**src/rtl/vga_timing_gen.sv**
```systemverilog
// 640x480@60 VGA scan generator: DrawX/DrawY counters, sync/blank decode and a
// PIPE_DLY-deep alignment pipeline. Define VGA_FRAME_COUNTER_EN to build the frame counter.
module vga_timing_gen #(
   parameter int   H_VISIBLE = 640,
   parameter int   H_FP      = 16,
   parameter int   H_SYNC    = 96,
   parameter int   H_BP      = 48,
   parameter int   V_VISIBLE = 480,
   parameter int   V_FP      = 10,
   parameter int   V_SYNC    = 2,
   parameter int   V_BP      = 33,
   parameter logic HS_POL    = 1'b0,
   parameter logic VS_POL    = 1'b0,
   parameter int   PIPE_DLY  = 1
) (
   input  logic        pixel_clk,
   input  logic        Reset,
   output logic [9:0]  DrawX,
   output logic [9:0]  DrawY,
   output logic        hs,
   output logic        vs,
   output logic        blank,
   output logic        line_start,
   output logic        frame_start,
   output logic [15:0] frame_count
);

   localparam int H_TOTAL = H_VISIBLE + H_FP + H_SYNC + H_BP;
   localparam int V_TOTAL = V_VISIBLE + V_FP + V_SYNC + V_BP;

   localparam logic [9:0] H_LAST     = 10'(H_TOTAL - 1);
   localparam logic [9:0] V_LAST     = 10'(V_TOTAL - 1);
   localparam logic [9:0] H_VIS_END  = 10'(H_VISIBLE);
   localparam logic [9:0] V_VIS_END  = 10'(V_VISIBLE);
   localparam logic [9:0] HS_START   = 10'(H_VISIBLE + H_FP);
   localparam logic [9:0] HS_END     = 10'(H_VISIBLE + H_FP + H_SYNC);
   localparam logic [9:0] VS_START   = 10'(V_VISIBLE + V_FP);
   localparam logic [9:0] VS_END     = 10'(V_VISIBLE + V_FP + V_SYNC);

   logic hLast;
   logic vLast;
   logic hsRaw;
   logic vsRaw;
   logic blankRaw;

   assign hLast = (DrawX == H_LAST);
   assign vLast = (DrawY == V_LAST);

   // Pulses are registered from the wrap condition so they line up with the
   // counter value 0 they announce; nothing fires while leaving reset.
   always_ff @(posedge pixel_clk or posedge Reset) begin
      if (Reset) begin
         DrawX       <= '0;
         DrawY       <= '0;
         line_start  <= 1'b0;
         frame_start <= 1'b0;
      end else begin
         line_start  <= hLast;
         frame_start <= hLast && vLast;
         if (hLast) begin
            DrawX <= '0;
            DrawY <= vLast ? 10'd0 : DrawY + 10'd1;
         end else begin
            DrawX <= DrawX + 10'd1;
         end
      end
   end

   assign hsRaw    = ((DrawX >= HS_START) && (DrawX < HS_END)) ? HS_POL : ~HS_POL;
   assign vsRaw    = ((DrawY >= VS_START) && (DrawY < VS_END)) ? VS_POL : ~VS_POL;
   assign blankRaw = (DrawX < H_VIS_END) && (DrawY < V_VIS_END);

   generate
      if (PIPE_DLY == 0) begin : gNoPipe
         // Pure decode: vs may glitch here and must not be used as a clock.
         assign hs    = hsRaw;
         assign vs    = vsRaw;
         assign blank = blankRaw;
      end else begin : gPipe
         logic [PIPE_DLY-1:0] hsQ;
         logic [PIPE_DLY-1:0] vsQ;
         logic [PIPE_DLY-1:0] blankQ;

         always_ff @(posedge pixel_clk or posedge Reset) begin
            if (Reset) begin
               hsQ    <= {PIPE_DLY{~HS_POL}};
               vsQ    <= {PIPE_DLY{~VS_POL}};
               blankQ <= '0;
            end else begin
               hsQ[0]    <= hsRaw;
               vsQ[0]    <= vsRaw;
               blankQ[0] <= blankRaw;
               for (int i = 1; i < PIPE_DLY; i++) begin
                  hsQ[i]    <= hsQ[i-1];
                  vsQ[i]    <= vsQ[i-1];
                  blankQ[i] <= blankQ[i-1];
               end
            end
         end

         // Last stage is a flop, so vs is glitch-free for the game logic.
         assign hs    = hsQ[PIPE_DLY-1];
         assign vs    = vsQ[PIPE_DLY-1];
         assign blank = blankQ[PIPE_DLY-1];
      end
   endgenerate

`ifdef VGA_FRAME_COUNTER_EN
   logic [15:0] frameCnt;

   // Advances on the same edge that raises frame_start, wrapping silently.
   always_ff @(posedge pixel_clk or posedge Reset) begin
      if (Reset) begin
         frameCnt <= '0;
      end else if (hLast && vLast) begin
         frameCnt <= frameCnt + 16'd1;
      end
   end

   assign frame_count = frameCnt;
`else
   assign frame_count = 16'd0;
`endif

endmodule
```
**config.mk**
```make
export PLATFORM = sky130hd
export DESIGN_NAME = vga_timing_gen
export DESIGN_NICKNAME = d
export VERILOG_FILES = /design/src/rtl/vga_timing_gen.sv
export SDC_FILE = /design/constraint.sdc
export NUM_CORES = 1
export LEC_CHECK = 0
export ABC_AREA = 1
export CAP_MARGIN = 10
export CORE_MARGIN = 4
export CORE_UTILIZATION = 51
export DETAILED_ROUTE_END_ITERATION = 16
export PLACE_DENSITY = 0.87
export SYNTH_ARGS = -nofsm -noshare
export SYNTH_HDL_FRONTEND = slang
export SYNTH_SLANG_ARGS = --single-unit
```
**constraint.sdc**
```tcl
create_clock -name pixel_clk -period 2.8 [get_ports pixel_clk]
set_clock_uncertainty 0.15 [all_clocks]
set_input_delay 0.56 -clock pixel_clk [delete_from_list [all_inputs] [get_ports pixel_clk]]
set_output_delay 0.56 -clock pixel_clk [all_outputs]
set_load 0.1 [all_outputs]
```
* Yosys cells after proc, flatten, opt, wreduce, memory -nomap -nowiden
Index checks and enable logic that the tools add are counted.
** Storage, ports and cells
- Register bits :: 25
- Latch bits :: 0
- Bits in writable memories :: 0
- ROM bits :: 0
- Word-level logic and storage cells :: 25
- Memories kept :: 0
** Cells by class
- $add $sub $neg :: 2
- Multipliers :: 0
- Div/mod/pow operators :: 0
- $lt $le $gt $ge :: 6
- Eq/ne operators :: 2
- Shift-type cells :: 0
- Muxes and demuxes :: 4
- Bitwise operators :: 0
- Reductions and logical operators :: 4
** Operators by type and width (number)
- adder 10 x 1 -> 10 bit, second input constant :: 2
- == test 10 bit, second input constant :: 2
- < comparator 10 bit, second input constant :: 2
- < comparator 10 x 9 -> 1 bit, second input constant :: 2
- 2-to-1 mux 10 bit :: 2
- >= comparator 10 bit, second input constant :: 1
- >= comparator 10 x 9 -> 1 bit, second input constant :: 1
- logical AND 1 bit :: 4
- 2-to-1 mux 1 bit :: 2

* Longest topological paths before layout
- Word-level depth :: 3
- Mapped depth :: 8
- Mapped depth without buffers :: 8

* Worst setup path after synthesis
No wires, ideal clock.
- Path type :: register -> register
- Start point :: register DrawX[1]
- End point :: register DrawX[8]
- Arrival :: 1.975 ns
- Slack :: 0.554 ns
- Cell stages (with the launch flop) :: 9
- Path buffers :: 0
- Clock period less this slack :: 2.246 ns
- Cells stage by stage :: dfrtp_1 > ha_1 > nand3_1 > nor2_1 > nand2_1 > nor2_1 > nand2_1 > nand2_1 > nor2_1
** Between the ends
- Cells in the longest elaborated chain, start to end :: 2
- Elaborated cells on any way between the ends :: 3
- Classes of those cells :: 1 x add/sub; 1 x eq/ne; 1 x mux
** RTL lines
- start: declaration :: RTL line 18 : output logic [9:0] DrawX,
- start signal: assignment :: RTL line 64 : DrawX <= DrawX + 10'd1;
- adder 10 x 1 -> 10 bit or == test 10 bit (tied branches) :: RTL line 64, 46
- 2-to-1 mux 10 bit * :: RTL line 60 : if (hLast) begin
Mark *: on every way between the ends. The rest lies on a longest branch, timed or not.
A chain may end at the register's enable or synchronous reset.

* Final worst setup path
- Start point :: register DrawY[4]
- End point :: output port DrawY[4]
** RTL lines
- start: declaration :: RTL line 19 : output logic [9:0] DrawY,
- start signal: assignment :: RTL line 62 : DrawY <= vLast ? 10'd0 : DrawY + 10'd1;
No word-level cell between the ends.

==> flow_metrics.tcl <==
set metrics [dict create \
    slowest_stage "dfrtp_1" \
    yosysWarnings 0 \
    cts_setup_buffers 0 \
    synth_top_area_cell "dfrtp_1" \
    grt_max_degree 26 \
    path_clk_slew_ns 0.14 \
    rsz0062_at_grt "no" \
    worstSetupEndpointType "output port" \
    power_density_nw_per_um2 365 \
    cellLeakagePower_nw 0.919 \
    dr_total_vias 1245 \
    ant_nets 0 \
    hpwl_um 2230 \
    die_w_um 62.4 \
    min_period_over_period_pct 66.8 \
    placed_area_sq_um 1680 \
    design.portCount 43 \
    synthArstFlopShare_pct 100 \
    clockRootBuffer "clkbuf_4" \
    slew_violations 0 \
    grt_pass1_wl_um 4860 \
    crit-reg2reg-launch "DrawX[0]" \
    fin_crit_ns 1.87 \
    fin_area_sq_um 1710 \
    yosysSeqAreaShare_pct 41.6 \
    critPathLaunchType "register" \
    synth_top_cell_area_share_pct 38.1 \
    grt_usage_pct 14.8 \
    tns_ns 0 \
    path_cells "buf_4" \
    synthesis.area_sq_um 1510 \
    yosys.cell_types.count 22 \
    path_class "register to output port" \
    drtIter0Drc 60 \
    seq_area_sq_um 628 \
    synthTopCellsByArea "dfrtp_1 38%, nand2_1 9.2%, buf_4 8.0%" \
    worst_path_dominant_cell_family "flip-flops" \
    routed-wl-met3_um 166 \
    met1Wirelength_um 1270 \
    design.die.area_sq_um 3900 \
    diodes 0 \
    grt_overflow_total 0 \
    dp_cells 249 \
    portBuffers 26 \
    postRouteWirelength_um 2820 \
    h-tree-depth 1 \
    clock_latency_ns 0.31 \
    cts_buffer_depth 2 \
    antenna_found_initial 0 \
    placement_rows 19 \
    critPathLaunch "DrawY[4]" \
    synth-seq-cells 25 \
    wl_per_cell_um 11.2 \
    num-fill-cells 246 \
    synth_edf_count 0 \
    top_layer "met4" \
    firstDrtPassIters 6 \
    hp-class "input port to asynchronous set/reset pin" \
    cts_made_buffers 3 \
    avgSynthCellArea_sq_um 7.82 \
    max_freq_mhz 535 \
    path_buf_inv 1 \
    crit_fanout 8 \
    cts_hold_buf 0 \
    cp.arrival_ns 1.16 \
    cts_tree "built" \
    syn_to_final_growth_pct 13.0 \
    finalNetCount 230 \
    postSynthCellCount 193 \
    die_h_um 62.4 \
    viasPerCell 4.92 \
    hold_slack_ns 0.417 \
    fin_cells 253 \
    ys.flop_type "dfrtp_1" \
    ir_drop_mv 0.289 \
    outcome "finished clean" \
    worst_path_largest_cell_delay_ns 0.51 \
    cts.sinks 25 \
    grt_pass1_vias 1085 \
    core_sq_um 2780 \
    multiInputGateArea_sq_um 691 \
    place_congestion 0.818 \
    required_ns 2.09 \
    drive_gt1_share_pct 18.5 \
    setup_viol 0 \
    cts_resized 0 \
    cap_violations 0 \
    drcViolationCount 0 \
    yosysMostFrequentCell "nand2_1" \
    synthTopCellsByCount "37 x nand2_1, 31 x inv_1, 25 x nor2_1" \
    wl_met2_um 1350 \
    start_util_pct 54.3 \
    hold_viol 0 \
    power_mw 0.623 \
]
-- flip-flops by register name, summed over array words and instances (netlist names) --
name         cells
line_start       1
DrawY           10
hs               1
vs               1
frame_start      1
DrawX           10
blank            1
-- power breakdown --
| part | switching (mW) | internal, mW | total (mW) | leakage, nW |
|---|---|---|---|---|
| Clock | 0.106 | 0.0534 | 0.160 | 0.0177 |
| Sequential | 0 | 0.361 | 0.361 | 0.323 |
| Combinational | 0.100 | 0.00223 | 0.102 | 0.579 |
| Total | 0.206 | 0.417 | 0.623 | 0.919 |
-- logic make-up (layout without fill, tap and decap cells) --
family | count (synthesis) | count (layout) | synth area share (%)
XOR/XNOR | 9 | 9 | 5.22
flip-flops | 25 | 25 | 41.6
adder cells (fa/ha/maj) | 5 | 5 | 4.14
AND/OR/NAND/NOR | 93 | 93 | 28.3
buffers and inverters | 48 | 62 | 16.4
other | 1 | 16 | 0.248
AO/OA/AOI/OAI | 12 | 12 | 4.14
-- final timing paths --
kind                       cells after the start  slack, ns          to
hold / removal                                 3       0.42  line_start
setup reg to reg                               8       1.08    DrawY[5]
max in group asynchronous                      3       1.80          hs
setup / recovery                               1       0.93    DrawY[4]
min in group pixel_clk                         1       0.44          vs
hold reg to reg                                1       0.44          vs
-- final cells by class --
class,instances,share of cell area [%]
Clock buffer,3,1.32
Timing Repair Buffer,27,12.0
Sequential cell,25,36.8
Multi-Input combinational cell,135,40.5
Inverter,31,6.82
Tap cell,31,2.27
Clock inverter,1,0.293
-- worst min-delay path: stages --
cell and delay (ns):
clkdlybuf4s50_1 0.39, inv_1 0.05, buf_4 0.29
-- metal layers --
layer | global-route usage (%) | up-vias
met5 | 0 | -
met1 | 21.4 | 571
li1 | - | 623
met4 | 6.10 | 0
met3 | 1.80 | 4
met2 | 22.3 | 47
-- cells in the final DEF, fill, tap and decap left out --
cell and count:
nor2_4 3, o211ai_1 1, nor2_1 25, clkbuf_4 3, dfrtp_1 23, nand2_1 37, buf_4 26, a21oi_1 3
clkinv_2 1, clkdlybuf4s50_1 1, xor2_1 6, nor2_2 2, conb_1 16, ha_1 5, nand4_1 6, nand3_2 1
o21ai_0 7, nand2_2 3, nor4_1 1, xnor2_1 3, nand3_1 15, inv_1 31, dfstp_2 2, o21ai_1 1
-- per-stage QoR --
step / utilization (%) / setup WS [ns]
5_1_grt: 61.4 / 0.853
6_report: 61.4 / 0.930
4_1_cts: 61.4 / 0.931
3_5_place_dp: 60.4 / 1.10
3_3_place_gp: 60.4 / 1.16
2_1_floorplan: - / 0.554
Power figures use the tool's default switching activity.
